`config.mk`:
```
export PLATFORM = sky130hd
export DESIGN_NAME = keypad_scanner
export DESIGN_NICKNAME = d
export VERILOG_FILES = /design/src/rtl/keypad_scanner.sv
export SDC_FILE = /design/constraint.sdc
export NUM_CORES = 1
export LEC_CHECK = 0
export CAP_MARGIN = 30
export CORE_UTILIZATION = 48
export DETAILED_ROUTE_END_ITERATION = 8
export GPL_ROUTABILITY_DRIVEN = 0
export PLACE_DENSITY = 0.68
export SLEW_MARGIN = 20
export SYNTH_ARGS = -nofsm -noshare
export SYNTH_HDL_FRONTEND = slang
export SYNTH_SLANG_ARGS = --single-unit
```
`constraint.sdc`:
```
create_clock -name clk -period 15.7 [get_ports clk]
set_input_delay 4.71 -clock clk [delete_from_list [all_inputs] [get_ports clk]]
set_output_delay 4.71 -clock clk [all_outputs]
set_load 0.005 [all_outputs]
```
`src/rtl/keypad_scanner.sv`:
```
// 4x4 hex keypad scanner: column-multiplexed scan, sweep-level debounce,
// and a 32-bit shift register of accepted hex digits (newest in [3:0]).
module keypad_scanner #(
  parameter int SCAN_DIV     = 50000,
  parameter int DEBOUNCE_CNT = 4
) (
  input  logic        clk,
  input  logic        reset,
  input  logic        scan_enable,
  input  logic        clear_data,
  input  logic [3:0]  row_n,
  output logic [3:0]  col_n,
  output logic [3:0]  key_code,
  output logic        key_valid,
  output logic [31:0] entered_data,
  output logic [3:0]  digit_count
);

  localparam int DW = (SCAN_DIV > 1) ? $clog2(SCAN_DIV) : 1;
  localparam int CW = $clog2(DEBOUNCE_CNT + 1);
  localparam logic [DW-1:0] DWELL_LAST = DW'(SCAN_DIV - 1);
  localparam logic [CW-1:0] DEB_MAX    = CW'(DEBOUNCE_CNT);

  typedef enum logic [1:0] {IDLE, PRESS_WAIT, HELD, RELEASE_WAIT} state_t;

  logic [3:0]    row_meta, row_sync;
  logic          active;
  logic [DW-1:0] dwell;
  logic [1:0]    col_idx;
  logic [11:0]   sweep_img;
  logic          dwell_last, sweep_done;
  logic [15:0]   image;
  logic [4:0]    hits;
  logic [3:0]    hit_idx;
  logic          is_none, is_single;
  logic [3:0]    single_key;

  state_t        state, state_nxt;
  logic [3:0]    cand, cand_nxt;
  logic [CW-1:0] stable_cnt, stable_nxt;
  logic [CW-1:0] rel_cnt, rel_nxt;
  logic          accept;

  // Image bit index is col*4 + row.
  function automatic logic [3:0] key_of(input logic [3:0] idx);
    logic [3:0] k;
    case (idx)
      4'd0:    k = 4'h1;
      4'd1:    k = 4'h4;
      4'd2:    k = 4'h7;
      4'd3:    k = 4'h0;
      4'd4:    k = 4'h2;
      4'd5:    k = 4'h5;
      4'd6:    k = 4'h8;
      4'd7:    k = 4'hF;
      4'd8:    k = 4'h3;
      4'd9:    k = 4'h6;
      4'd10:   k = 4'h9;
      4'd11:   k = 4'hE;
      4'd12:   k = 4'hA;
      4'd13:   k = 4'hB;
      4'd14:   k = 4'hC;
      default: k = 4'hD;
    endcase
    return k;
  endfunction

  always_ff @(posedge clk) begin
    if (reset) begin
      row_meta <= '1;
      row_sync <= '1;
    end else begin
      row_meta <= row_n;
      row_sync <= row_meta;
    end
  end

  assign dwell_last = active && (dwell == DWELL_LAST);
  assign sweep_done = scan_enable && dwell_last && (col_idx == 2'd3);
  assign col_n      = active ? ~(4'b0001 << col_idx) : 4'b1111;

  // One idle cycle after enable arms the scan so column 0 gets a full dwell.
  always_ff @(posedge clk) begin
    if (reset || !scan_enable) begin
      active    <= 1'b0;
      dwell     <= '0;
      col_idx   <= '0;
      sweep_img <= '0;
    end else if (!active) begin
      active <= 1'b1;
    end else if (dwell_last) begin
      dwell   <= '0;
      col_idx <= col_idx + 2'd1;
      case (col_idx)
        2'd0:    sweep_img[3:0]  <= ~row_sync;
        2'd1:    sweep_img[7:4]  <= ~row_sync;
        2'd2:    sweep_img[11:8] <= ~row_sync;
        default: ;
      endcase
    end else begin
      dwell <= dwell + DW'(1);
    end
  end

  // Column 3 is classified straight from the synchroniser on its last dwell cycle.
  assign image = {~row_sync, sweep_img};

  always_comb begin
    hits    = '0;
    hit_idx = '0;
    for (int unsigned i = 0; i < 16; i++) begin
      if (image[i]) begin
        hits    = hits + 5'd1;
        hit_idx = 4'(i);
      end
    end
  end

  assign is_none    = (hits == 5'd0);
  assign is_single  = (hits == 5'd1);
  assign single_key = key_of(hit_idx);

  always_ff @(posedge clk) begin
    if (reset || !scan_enable) begin
      state      <= IDLE;
      cand       <= '0;
      stable_cnt <= '0;
      rel_cnt    <= '0;
    end else begin
      state      <= state_nxt;
      cand       <= cand_nxt;
      stable_cnt <= stable_nxt;
      rel_cnt    <= rel_nxt;
    end
  end

  always_comb begin
    state_nxt  = state;
    cand_nxt   = cand;
    stable_nxt = stable_cnt;
    rel_nxt    = rel_cnt;
    accept     = 1'b0;
    if (sweep_done) begin
      case (state)
        IDLE: begin
          if (is_single) begin
            cand_nxt   = single_key;
            stable_nxt = CW'(1);
            if (DEBOUNCE_CNT <= 1) begin
              accept    = 1'b1;
              state_nxt = HELD;
            end else begin
              state_nxt = PRESS_WAIT;
            end
          end
        end
        PRESS_WAIT: begin
          if (is_single && (single_key == cand)) begin
            stable_nxt = stable_cnt + CW'(1);
            if ((stable_cnt + CW'(1)) >= DEB_MAX) begin
              accept    = 1'b1;
              state_nxt = HELD;
            end
          end else if (is_single) begin
            cand_nxt   = single_key;
            stable_nxt = CW'(1);
          end else begin
            stable_nxt = '0;
            state_nxt  = IDLE;
          end
        end
        HELD: begin
          if (is_none) begin
            rel_nxt   = CW'(1);
            state_nxt = (DEBOUNCE_CNT <= 1) ? IDLE : RELEASE_WAIT;
          end
        end
        default: begin
          if (is_none) begin
            rel_nxt = rel_cnt + CW'(1);
            if ((rel_cnt + CW'(1)) >= DEB_MAX) begin
              rel_nxt   = '0;
              state_nxt = IDLE;
            end
          end else begin
            rel_nxt   = '0;
            state_nxt = HELD;
          end
        end
      endcase
    end
  end

  always_ff @(posedge clk) begin
    if (reset) begin
      key_code     <= '0;
      key_valid    <= 1'b0;
      entered_data <= '0;
      digit_count  <= '0;
    end else begin
      key_valid <= accept;
      if (accept) key_code <= cand_nxt;
      if (clear_data) begin
        entered_data <= '0;
        digit_count  <= '0;
      end else if (accept) begin
        entered_data <= {entered_data[27:0], cand_nxt};
        if (digit_count != 4'd8) digit_count <= digit_count + 4'd1;
      end
    end
  end

endmodule

```
==> impl_metrics.toml <==
[synth]
synth_cell_types = 87
xor_xnor_share_of_the_synthesized_area_pct = 14.0
synth.top_cell.area_share_pct = 27.7
syn-mean-instance-area_sq_um = 8.63
number_of_synthesized_flops_with_an_enable_pin = 0
synthMostInstantiatedCell = "sky130_fd_sc_hd__dfxtp_1"
synth_top_family_by_area = "simple AND/OR/NAND/NOR gates"
ys_seq_elements = 92
ys.flop_type = "sky130_fd_sc_hd__dfxtp_1"
synth_compound_gate_area_share_pct = 17.9
yosys_warnings = 0
synth.top_cells.by_area = "sky130_fd_sc_hd__dfxtp_1, sky130_fd_sc_hd__mux2i_1, sky130_fd_sc_hd__ha_1, sky130_fd_sc_hd__nor2_1, sky130_fd_sc_hd__xnor2_1"
synth_simple_gate_area_share_pct = 24.3
post_synthesis_instance_area_sq_um = 6640
ys_seq_area_share_pct = 27.7
synth_adder_area_share_pct = 5.65
yosys.area.top_type = "sky130_fd_sc_hd__dfxtp_1"
synth_nets = 807
post_synth_most_frequent_cells = "sky130_fd_sc_hd__dfxtp_1, sky130_fd_sc_hd__nor2_1, sky130_fd_sc_hd__nand2_1"
synth-async-reset-ratio_pct = 0
cell_count_after_synthesis = 769
synth.mux.area_fraction_pct = 6.22

[power]
combPwrFrac_pct = 5.5
p_per_area_nw_per_um2 = 63.2
clock_power_share_pct = 44.7
flop_pwr_share_pct = 49.8
power.net_switching_uw = 107
power.internal_uw = 368
swShare_pct = 22.5
cellLeakagePower_nw = 2.69
vdd.ir_drop.worst_mv = 0.0587

[job]
max_cap_violations = 0

[sta]
post-route-period-util_pct = 76.4
grt_setup_unrepaired = "no"
tightest_slew_ps = 903
timing.final.max_slew_violations = 0
hold_slack_ps = 411
setup_viol = 0
clock_skew_ps = 7.60
fin_crit_ps = 11990
summed_negative_setup_slack_over_all_endpoints_ps = 0
timing.fmax_mhz = 83.4
timing_hold_violations_final = 0
worst_slew_margin_rel_pct = 39.4

[global_route]
grt_start_max_net_pins = 47
first_global_vias = 5462
grt.met3_usage_pct = 3.94
number_of_antenna_violations_at_the_first_check_in_global_routing = 0
track_usage_pct = 21.8
global_route.usage.met1_pct = 27.5
met2_usage_pct = 36.2
globalRouteOverflowTotal = 0
busiest_layer = "met2"
grt_first_pass_wirelength_microns = 25800

[critical_path]
crit_top_cell = "sky130_fd_sc_hd__ha_1"
reg2regPathDepth = 51
timing.critical_path.to_type = "flop"
worstSetupStartpointType = "flop"
rr_startpoint = "sweep_img[1]"
cpPeakStageDelay_ps = 660
critPathMaxFanout = 46
ff2ff_setup_slack_ps = 3710
worst_path_max_delay_cell = "sky130_fd_sc_hd__o31ai_1"
timing.setup.critical_path_class = "flop to flop"
critPathArrivalTime_ps = 12190
worstReg2RegEnd = "entered_data[12]"
required_time_of_the_worst_setup_path_ps = 15900

[floorplan]
floorplan.core_area_sq_um = 13300
core.rowCount = 42
floorplan.die.width_microns = 120
start_util_pct = 49.7
ioPinCount = 53
die-height_microns = 120
die_area_sq_um = 14300

[cts]
clk_transition_reported_paths_ps = 70
cts_tree = "yes"
clk_path_buf_depth = 2
clk_latency_ps = 340
numClockSinks = 92
cts_buffers = 9
cts.repair_timing.setup_buffer_count = 0
cts_repair_resize_count = 0
cts_htree_levels = 3
cts-hold-fix-buffers = 0
root_buffer = "sky130_fd_sc_hd__clkbuf_16"

[drt]
number_of_detailed_route_iterations_in_the_first_pass = 5
drtIter0Drc = 463
vias = 5718
dr_vias_cell = 5.83
postRouteAntennaNets = 0
drt-total-wl_microns = 15300
detail_route.drc_violations = 0
drt-wirelength-per-cell_microns = 15.6

[min_path]
hold_end = "row_sync[1]"
min_path_type = "flop to flop"
depth_of_the_worst_hold_timing_path = 1
min-delay-start = "row_meta[1]"

[finish]
final_layout_size_suffix_gt1_share_pct = 8.83
area_growth_pct = 13.3
antennaDiodeCount = 0
finalNetCount = 837

[status]
run_status = "complete, no violations"

[placement]
portBuffers = 52
detailedPlacementHpwl_microns = 11500
state kept, by name, summed over array words and instances (netlist names):
signal / flops
sweep_img: 12
row_sync: 4
active: 1
digit_count: 4
stable_cnt: 3
state: 2
entered_data: 32
key_valid: 1
col_idx: 2
rel_cnt: 3
row_meta: 4
cand: 4
dwell: 16
key_code: 4
metal layers:
metal	vias to the layer above	part of all wire, %
met3	31	4.9
met4	0	2.6
li1	2834	-
met1	2706	45
met2	147	47
met5	-	0
layout make-up:
cell class | count | area, sq um
sequential | 92 | 1840
multi-input combinational | 615 | 4520
clock buffer | 10 | 229
fill | 1209 | 5820
timing repair buffer | 56 | 556
inverter | 25 | 93.8
tap | 176 | 220
clock inverter | 6 | 62.6
how the worst max path moves through the flow:
stage / endpoint / cells past startpoint / startpoint / slack [ps]
2_1_floorplan: entered_data[10] / 50 / sweep_img[1] / 5370
3_3_place_gp: entered_data[4] / 51 / sweep_img[1] / 4350
3_5_place_dp: entered_data[12] / 51 / sweep_img[1] / 3840
4_1_cts: entered_data[12] / 51 / sweep_img[1] / 3810
5_1_grt: entered_data[16] / 51 / sweep_img[1] / 2740
6_report: entered_data[12] / 51 / sweep_img[1] / 3710
power by group through the flow:
stage,clock [mW],combinational (mW),sequential (mW)
2_1_floorplan,0,0.0199,0.240
3_3_place_gp,0,0.0247,0.242
3_5_place_dp,0,0.0252,0.242
4_1_cts,0.218,0.0255,0.237
5_1_grt,0.228,0.0287,0.237
6_report,0.213,0.0261,0.237
kinds of logic (layout without fill, tap and decap cells):
family	Yosys count	after routing
buffers and inverters	62	97
muxes	41	41
and+or+nand+nor	305	305
adders and majority gates	30	30
xor gates and xnor gates	76	76
DFF	92	92
AOI/OAI and AO/OA	163	163
metrics by stage:
stage                     util (%)  area [sq um]  power (mW)  cells  setup slack [ps]
after floorplan                  -          6640       0.260    769              5370
after global placement        54.0          7210       0.267    962              4350
after detailed placement      54.0          7210       0.267    962              3840
after CTS                     56.2          7510       0.481    978              3810
after global routing          56.4          7530       0.494    980              2740
final                         56.4          7530       0.476    980              3710
cells in the final DEF, fill, tap and decap left out, types with 16 or more instances in the layout:
cell,instances
sky130_fd_sc_hd__clkdlybuf4s50_1,52
sky130_fd_sc_hd__inv_1,24
sky130_fd_sc_hd__o21ai_0,23
sky130_fd_sc_hd__ha_1,30
sky130_fd_sc_hd__nand2b_1,16
sky130_fd_sc_hd__a21oi_1,33
sky130_fd_sc_hd__a211oi_1,19
sky130_fd_sc_hd__dfxtp_1,92
sky130_fd_sc_hd__nand2_1,59
sky130_fd_sc_hd__nor2_1,91
sky130_fd_sc_hd__xnor2_1,33
sky130_fd_sc_hd__xor2_1,25
sky130_fd_sc_hd__mux2i_1,39
worst max-delay path: cells and delay by family (launching register included):
| family | cells | cell delay (ps) |
|---|---|---|
| AND/OR/NAND/NOR | 16 | 2650 |
| buffers and inverters | 3 | 710 |
| multiplexers | 3 | 650 |
| XOR/XNOR | 2 | 380 |
| AO/OA/AOI/OAI | 15 | 3550 |
| adder cells (fa/ha/maj) | 12 | 3490 |
| flip-flops | 1 | 360 |
(Power assumes the default switching activity.)
